--- src/rtl/router_pkg.sv ---
// Shared router types and constants used by the
// output-side switch allocator.
package router_pkg;

    localparam int FLIT_SIZE         = 16;
    localparam int NUM_OF_PORTS      = 5;
    localparam int NUM_OF_PORTS_BITS = $clog2(NUM_OF_PORTS);
    localparam int BUF_DEPTH         = 4;

    typedef logic [FLIT_SIZE-1:0] FLIT_t;

    typedef enum logic [1:0] {
        IDLE    = 2'd0,
        ROUTING = 2'd1,
        ACTIVE  = 2'd2
    } GLOBAL_STATE_t;

endpackage

--- src/rtl/rr_arbiter.sv ---
// Combinational round-robin arbiter: first request at or
// after the pointer wins, wrapping modulo NUM_INPUTS.
module rr_arbiter #(
    parameter int NUM_INPUTS = 5,
    parameter int IDX_W      = $clog2(NUM_INPUTS)
) (
    input  logic [NUM_INPUTS-1:0] req,
    input  logic [IDX_W-1:0]      ptr,
    input  logic                  enable,
    output logic [NUM_INPUTS-1:0] grant,
    output logic [IDX_W-1:0]      index
);

    logic found;
    int   j;

    always_comb begin
        grant = '0;
        index = '0;
        found = 1'b0;
        j     = 0;
        for (int i = 0; i < NUM_INPUTS; i++) begin
            j = (int'(ptr) + i) % NUM_INPUTS;
            if (enable && !found && req[j]) begin
                found    = 1'b1;
                grant[j] = 1'b1;
                index    = IDX_W'(j);
            end
        end
    end

endmodule

--- src/rtl/output_unit_allocator.sv ---
// Output-port allocator: grants the port to one input at a time,
// forwards the owner's flits and tracks downstream credits.
module output_unit_allocator
    import router_pkg::*;
#(
    parameter int NUM_INPUTS = 5,
    parameter int FLIT_W     = router_pkg::FLIT_SIZE,
    parameter int BUF_DEPTH  = router_pkg::BUF_DEPTH
) (
    input  logic                         clk,
    input  logic                         reset,
    input  logic [NUM_INPUTS-1:0]        i_switch_req,
    output logic [NUM_INPUTS-1:0]        o_switch_ack,
    input  logic [NUM_INPUTS-1:0]        i_packet_done,
    input  logic [NUM_INPUTS*FLIT_W-1:0] i_flit,
    input  logic                         i_credit,
    output logic [FLIT_W-1:0]            o_flit,
    output logic                         o_flit_valid,
    output logic                         o_stall,
    output GLOBAL_STATE_t                o_state,
    output logic [$clog2(NUM_INPUTS)-1:0] o_owner
);

    localparam int OW = $clog2(NUM_INPUTS);
    localparam int CW = $clog2(BUF_DEPTH + 1);

    GLOBAL_STATE_t state_q, state_d;
    logic [OW-1:0] owner_q, owner_d;
    logic [OW-1:0] rr_ptr_q, rr_ptr_d;
    logic [CW-1:0] credits_q, credits_d;
    logic          pend_q, pend_d;

    logic [FLIT_W-1:0]     flits [NUM_INPUTS];
    logic [NUM_INPUTS-1:0] grant;
    logic [OW-1:0]         win;
    logic                  has_credit;
    logic                  owner_flit_v;
    logic                  arb_en;

    for (genvar g = 0; g < NUM_INPUTS; g++) begin : g_unpack
        assign flits[g] = i_flit[g*FLIT_W +: FLIT_W];
    end

    assign has_credit   = (credits_q != '0);
    assign owner_flit_v = flits[owner_q][FLIT_W-1];
    assign arb_en       = !reset && (state_q == IDLE) && has_credit;

    rr_arbiter #(
        .NUM_INPUTS (NUM_INPUTS),
        .IDX_W      (OW)
    ) u_arb (
        .req    (i_switch_req),
        .ptr    (rr_ptr_q),
        .enable (arb_en),
        .grant  (grant),
        .index  (win)
    );

    assign o_switch_ack = grant;
    assign o_state      = state_q;
    assign o_owner      = owner_q;

    always_comb begin
        state_d      = state_q;
        owner_d      = owner_q;
        rr_ptr_d     = rr_ptr_q;
        pend_d       = pend_q;
        o_flit       = '0;
        o_flit_valid = 1'b0;
        o_stall      = 1'b0;
        unique case (state_q)
            IDLE: begin
                if (grant != '0) begin
                    owner_d = win;
                    state_d = ACTIVE;
                end
            end
            ACTIVE: begin
                if (!reset) begin
                    o_flit       = flits[owner_q];
                    o_flit_valid = owner_flit_v && has_credit;
                    o_stall      = owner_flit_v && !has_credit;
                end
                // A stalled tail keeps the grant until it actually leaves.
                if ((i_packet_done[owner_q] || pend_q) && !o_stall) begin
                    state_d  = IDLE;
                    pend_d   = 1'b0;
                    rr_ptr_d = (owner_q == OW'(NUM_INPUTS - 1))
                             ? '0 : owner_q + OW'(1);
                end else if (i_packet_done[owner_q]) begin
                    pend_d = 1'b1;
                end
            end
            default: state_d = IDLE;
        endcase
    end

    always_comb begin
        credits_d = credits_q;
        if (i_credit && !o_flit_valid) begin
            if (credits_q != CW'(BUF_DEPTH))
                credits_d = credits_q + CW'(1);
        end else if (!i_credit && o_flit_valid) begin
            credits_d = credits_q - CW'(1);
        end
    end

    always_ff @(posedge clk) begin
        if (reset) begin
            state_q   <= IDLE;
            owner_q   <= '0;
            rr_ptr_q  <= '0;
            credits_q <= CW'(BUF_DEPTH);
            pend_q    <= 1'b0;
        end else begin
            state_q   <= state_d;
            owner_q   <= owner_d;
            rr_ptr_q  <= rr_ptr_d;
            credits_q <= credits_d;
            pend_q    <= pend_d;
        end
    end

    always_ff @(posedge clk) begin
        if (!reset && i_credit && !o_flit_valid)
            assert (credits_q != CW'(BUF_DEPTH))
            else $error("credit returned with counter already full");
    end

endmodule

--- config.mk ---
export PLATFORM = sky130hd
export DESIGN_NAME = output_unit_allocator
export DESIGN_NICKNAME = d
export VERILOG_FILES = /design/src/rtl/router_pkg.sv /design/src/rtl/rr_arbiter.sv /design/src/rtl/output_unit_allocator.sv
export SDC_FILE = /design/constraint.sdc
export NUM_CORES = 1
export LEC_CHECK = 0
export CAP_MARGIN = 20
export CORE_MARGIN = 3
export CORE_UTILIZATION = 50
export CTS_BUF_LIST = sky130_fd_sc_hd__clkbuf_8
export DETAILED_ROUTE_END_ITERATION = 8
export GPL_TIMING_DRIVEN = 0
export PLACE_DENSITY_LB_ADDON = 0.08
export SLEW_MARGIN = 15
export SYNTH_ARGS = -nofsm -noshare
export SYNTH_HDL_FRONTEND = slang
export SYNTH_HIERARCHICAL = 1
export SYNTH_SLANG_ARGS = --single-unit
--- constraint.sdc ---
create_clock -name clk -period 6.4 [get_ports clk]
set_clock_uncertainty 0.05 [all_clocks]
set_input_delay 1.28 -clock clk [delete_from_list [all_inputs] [get_ports clk]]
set_output_delay 1.28 -clock clk [all_outputs]
set_load 0.01 [all_outputs]
* Yosys cells after proc, flatten, opt, wreduce, memory -nomap -nowiden
Cells that the tools add are included.
Operators by class: add/sub/neg operators 7, divide/modulo/power cells 5, order comparisons 12, equality and inequality tests 6, multiplexer cells 60, bitwise logic cells 5, reduce and logical (&&, ||, !) cells 41
Operators by type and width (number):
- $ge 32x1->1 const B | 5
- $lt 32x5->1 const B | 5
- $mod 32x4->32 const B | 4
- $mux 16 | 4
- $bmux 16 s3 | 1
- $mod 4x4->32 const B | 1
- $mux 1 | 27
- $mux 3 | 9
- $mux 5 | 5
- $logic_and 1x1->1 | 21
- $or 5x5->5 | 4
- $bmux 1 s3 | 6
- $demux 1 s3 | 5
- $reduce_and 2->1 | 5
- $logic_not 1->1 | 9
- $add 3x2->4 const B | 2
- $add 3x1->3 const B | 2
- $reduce_bool 5->1 | 1
- $add 3x1->4 const B | 1
- $add 3x3->4 const B | 1
- $ge 4x4->1 const B | 1
- $lt 3x4->1 const B | 1
- $mux 2 | 2
- $ne 2x1->1 const B | 2
- 11 further kinds | 12
Word-level totals: register bits after elaboration 12, input bits 93, logic and storage cells 141

* Logic depth before layout (Yosys ltp)
word-level depth 25, depth in mapped cells 24

* Cells and area by module
Netlist, hierarchy kept.
By module, submodules not included:
- rr_arbiter | instances 1, cells an instance 383, area an instance 2618.8 sq um, sequential area each 0.0 sq um
- output_unit_allocator | instances 1, cells an instance 154, area an instance 1395.1 sq um, sequential area each 220.2 sq um

* Least setup slack after synthesis
Ideal clock, no wire load.
path type register -> output, from reg rr_ptr_q[0], to out o_switch_ack[0], arrival 4502 ps, data required time 5070 ps, setup slack 568 ps, cell stages (with the launch flop) 19, buffers on the path 4, cell sequence dfxtp_1 -> buf_2 -> clkinv_1 -> clkbuf_1 -> ha_1 -> buf_2 -> inv_1 -> buf_2 -> ha_1 -> inv_1 -> ha_1 -> nand2b_1 -> o21bai_1 -> a21oi_1 -> mux2_2 -> o31a_2 -> o211a_4 -> a211oi_1 -> o311ai_1
On the way: word-level cells in the longest chain between the ends 22
RTL lines:
- start, declared | line output_unit_allocator.sv:29 | logic [OW-1:0] rr_ptr_q, rr_ptr_d;
- start signal, assigned | line output_unit_allocator.sv:118 | rr_ptr_q <= rr_ptr_d;
- branches (longest 21 deep; another with $mod 32x4->32)
- $mux 5 (*) | line rr_arbiter.sv:24 | if (enable && !found && req[j]) begin
- end, declared | line output_unit_allocator.sv:13 | output logic [NUM_INPUTS-1:0] o_switch_ack,
Mark *: on every way between the ends. The select of a mux whose other input is x is not followed.

* Worst setup path in the final report
Same ends and word-level chain as after synthesis.

==> summary.md <==
| Metric | Value |
|---|---|
| Post-Place Cells | `around 760` |
| Vias | `5065` |
| Max_cap viols | `0` |
| Buf/Inv on CP | `9` |
| GR Overflow Total | `0` |
| Slew Viols, Final | `0` |
| Root Buffer | `clkbuf_8` |
| Routed WL | `between 15000 and 20000 µm` |
| CTS tree | `built` |
| Non-filler cells, final | `about 780` |
| Data arrival time of the critical path | `a little under 5 ns` |
| Largest cells by area after synthesis | `mux4_2 9.0%, ha_1 8.7%, dfxtp_1 5.5%, mux2i_1 5.2%, nor2_1 5.0%` |
| Largest vdd supply drop | `between 0.15 and 0.2 mV` |
| Post-Syn Instances | `around 540` |
| Slew at the pin with the worst max-slew slack | `0.783 ns` |
| Post-synth EDFFs | `0` |
| Crit path cell chain | `buf_6 -> inv_4 -> clkbuf_8 -> ha_4 -> buf_6 -> inv_1 -> buf_4 -> ha_1 -> inv_1 -> ha_1 -> nand2b_1 -> o21bai_1 -> a21oi_2 -> mux2_2 -> o31a_2 -> buf_4 -> o211a_4 -> a211oi_2 -> o311ai_1 -> dlygate4sd2_1` |
| Ys async rst share | `0%` |
| Sequential area share after synthesis | `5.49%` |
| Clock slew at reported path FFs | `~0.05 ns` |
| Top cell type's share of synthesized area | `around 9.0%` |
| Die H | `around 96 µm` |
| Vias per Instance | `6.54` |
| Top-count cell post-synth | `nor2_1` |
| RePlAce Congestion | `roughly 1.1` |
| Gr usage total | `about a third` |
| Worst-Skew Late Latency | `about 0.24 ns` |
| Starting Density | `51.7%` |
| Initial antenna violation count | `0` |
| CTS Buffer Depth | `2` |
| Die Area | `between 9000 and 10000 µm²` |
| Synth Flop Type | `dfxtp_1` |
| CP Launch Type | `flop` |
| Area Growth Syn to Fin | `39.2%` |
| WHS | `approximately 0.52 ns` |
| Crit end category | `output pin` |
| Commonest cells in the netlist | `53 x nor2_1, 36 x nand2_1, 30 x inv_1` |
| Mapped Area | `about 4000 µm²` |
| Final nets | `796` |
| Worst EP required | `approximately 5.1 ns` |
| Port Buffers | `roughly 120` |
| Detailed Routing Iterations Pass 1 | `5` |
| Min cycle time layout | `6.25 ns` |
| DRC Markers | `0` |
| Core ar. | `about 7800 µm²` |
| Status | `completed` |
| Syn Area/Cell | `approximately 7.5 µm²` |
| Crit path largest cell delay | `between 0.4 and 0.5 ns` |
| Worst hold path class | `reg2reg` |
| Standard-cell row count | `32` |
| First-pass GRT wire length | `24200 µm` |
| Die width | `~96 µm` |
| Crit-path max FO | `13` |
| Total nets after synthesis | `approximately 660` |
| Final setup vio count | `0` |
| Antenna cells | `0` |
| CTS HTree Levels | `1` |
| Detailed Place HPWL | `12400 µm` |
| Vias in the first global route | `4834` |
| DR iter-0 viols | `477` |
| DP Area | `approximately 5300 µm²` |
| Final hold vios | `0` |
| Leak | `between 2 and 2.5 nW` |
| Final instance area | `around 5600 µm²` |
| WL per Instance | `roughly 20 µm` |
| Worst path top cell family by delay | `compound AO/OA/AOI/OAI gates` |
| Synth area leader | `mux4_2` |
| Yosys Warn Count | `6` |
| Pin count of the biggest net entering global routing | `14` |
| Kind of critical path | `reg2out` |
| Routed Antenna Nets | `0` |
| Clock buffer count from CTS | `3` |
| Setup TNS | `0 ns` |
| Worst path slowest cell | `dfxtp_4` |
| Fin crit share | `97.6%` |
| Clk sink count | `11` |
| Flops & latches, synth | `11` |
| Share of layout cells above drive strength 1 | `between 10% and 20%` |
| FMAX | `160 MHz` |
| Slew headroom | `47.4%` |
| P per Cell Area | `195 nW/µm²` |
| Netlist cell types | `88` |
| Fillers | `between 600 and 700` |
| Io pins | `about 120` |
==> final cells by class <==
cell class | instances | area [µm²] | share of cell area, %
Clock buffer | 3 | 41.3 | 0.739
Multi-Input combinational cell | 458 | 3570 | 64.0
Timing Repair Buffer | 132 | 1280 | 23.0
Sequential cell | 11 | 225 | 4.03
Buffer | 34 | 198 | 3.54
Clock inverter | 1 | 3.75 | 0.0672
Inverter | 34 | 134 | 2.40
Tap cell | 102 | 128 | 2.28
==> metal layers <==
| layer | vias to the layer above | share of wire, % | track usage, % | wire length, µm |
|---|---|---|---|---|
| met4 | 0 | 3.9 | 14.7 | 623 |
| li1 | 2347 | - | - | - |
| met5 | - | 0 | 0 | 0 |
| met3 | 56 | 10 | 6.55 | 1650 |
| met2 | 311 | 48 | 60.2 | 7690 |
| met1 | 2351 | 38 | 37.5 | 5990 |
==> layout by cell type (no fill, tap or decap), drive strengths merged, types with 4 or more instances in the layout <==
| cell | n |
|---|---|
| o31ai | 5 |
| a31oi | 9 |
| o21ai | 28 |
| and3 | 8 |
| buf | 35 |
| nand2b | 11 |
| clkbuf | 16 |
| and2 | 4 |
| nand2 | 36 |
| a22oi | 20 |
| xnor2 | 9 |
| nor3b | 4 |
| or3 | 8 |
| a211oi | 7 |
| nor4 | 7 |
| a32oi | 5 |
| dlygate4sd2 | 4 |
| clkdlybuf4s50 | 113 |
| a221oi | 4 |
| nor3 | 20 |
| dfxtp | 11 |
| o21a | 9 |
| ha | 28 |
| nand3 | 11 |
| o211ai | 4 |
| a21oi | 26 |
| mux2i | 21 |
| nor2b | 9 |
| o221ai | 6 |
| mux4 | 16 |
| nand4 | 14 |
| o21bai | 4 |
| o2bb2ai | 4 |
| a211o | 4 |
| inv | 33 |
| o211a | 4 |
| nor2 | 54 |
==> worst min-delay path, cell delays in order (launching register included) <==
cell and delay (ns):
dfxtp_4 0.38, nand2b_1 0.08, mux2i_1 0.06
==> registers in the layout (all words and copies together), names as in the netlist <==
register   cells
o_state        1
rr_ptr_q       3
pend_q         1
credits_q      3
o_owner        3
==> repair_timing <==
| action | 4_1_cts | 5_1_grt |
|---|---|---|
| buffers inserted | 10 | 4 |
| gates resized for setup | 24 | 15 |
| hold buffers | 0 | 0 |
| endpoints found under the setup margin | 9 | 5 |
| pin swaps | 6 | 6 |
==> power by group <==
part	switching, mW	internal [mW]
clock network	0.0265	0.0421
registers	0.0191	0.0793
logic	0.512	0.411
==> worst paths after layout <==
path / start / end / slack (ns) / cells past startpoint
setup reg to reg: rr_ptr_q[0] / o_owner[0] / 0.84 / 24
hold reg to reg: rr_ptr_q[0] / rr_ptr_q[0] / 0.52 / 2
setup / recovery: rr_ptr_q[0] / o_switch_ack[0] / 0.15 / 20
hold / removal: rr_ptr_q[0] / rr_ptr_q[0] / 0.52 / 2
==> cells by family (layout without fill, tap and decap cells) <==
kind of cell,after synthesis,count (layout),synth area share (%)
simple gates,200,200,26.1
other cells,1,1,0.0934
xor+xnor,11,11,2.59
mux,40,40,15.1
compound gates,177,177,34.2
fa+ha+maj,29,29,9.23
flops,11,11,5.49
buf+inv,68,204,7.23
==> per-stage QoR <==
step / power (mW) / setup slack, ns / util [%]
floorplan: 0.670 / 0.568 / -
global route: 1.17 / -0.0249 / 71.9
finish: 1.09 / 0.154 / 71.9
global placement: 0.920 / -0.982 / 68.5
CTS: 1.04 / 0.0323 / 70.8
detailed placement: 0.940 / -1.07 / 68.5
(Power assumes the default switching activity.)
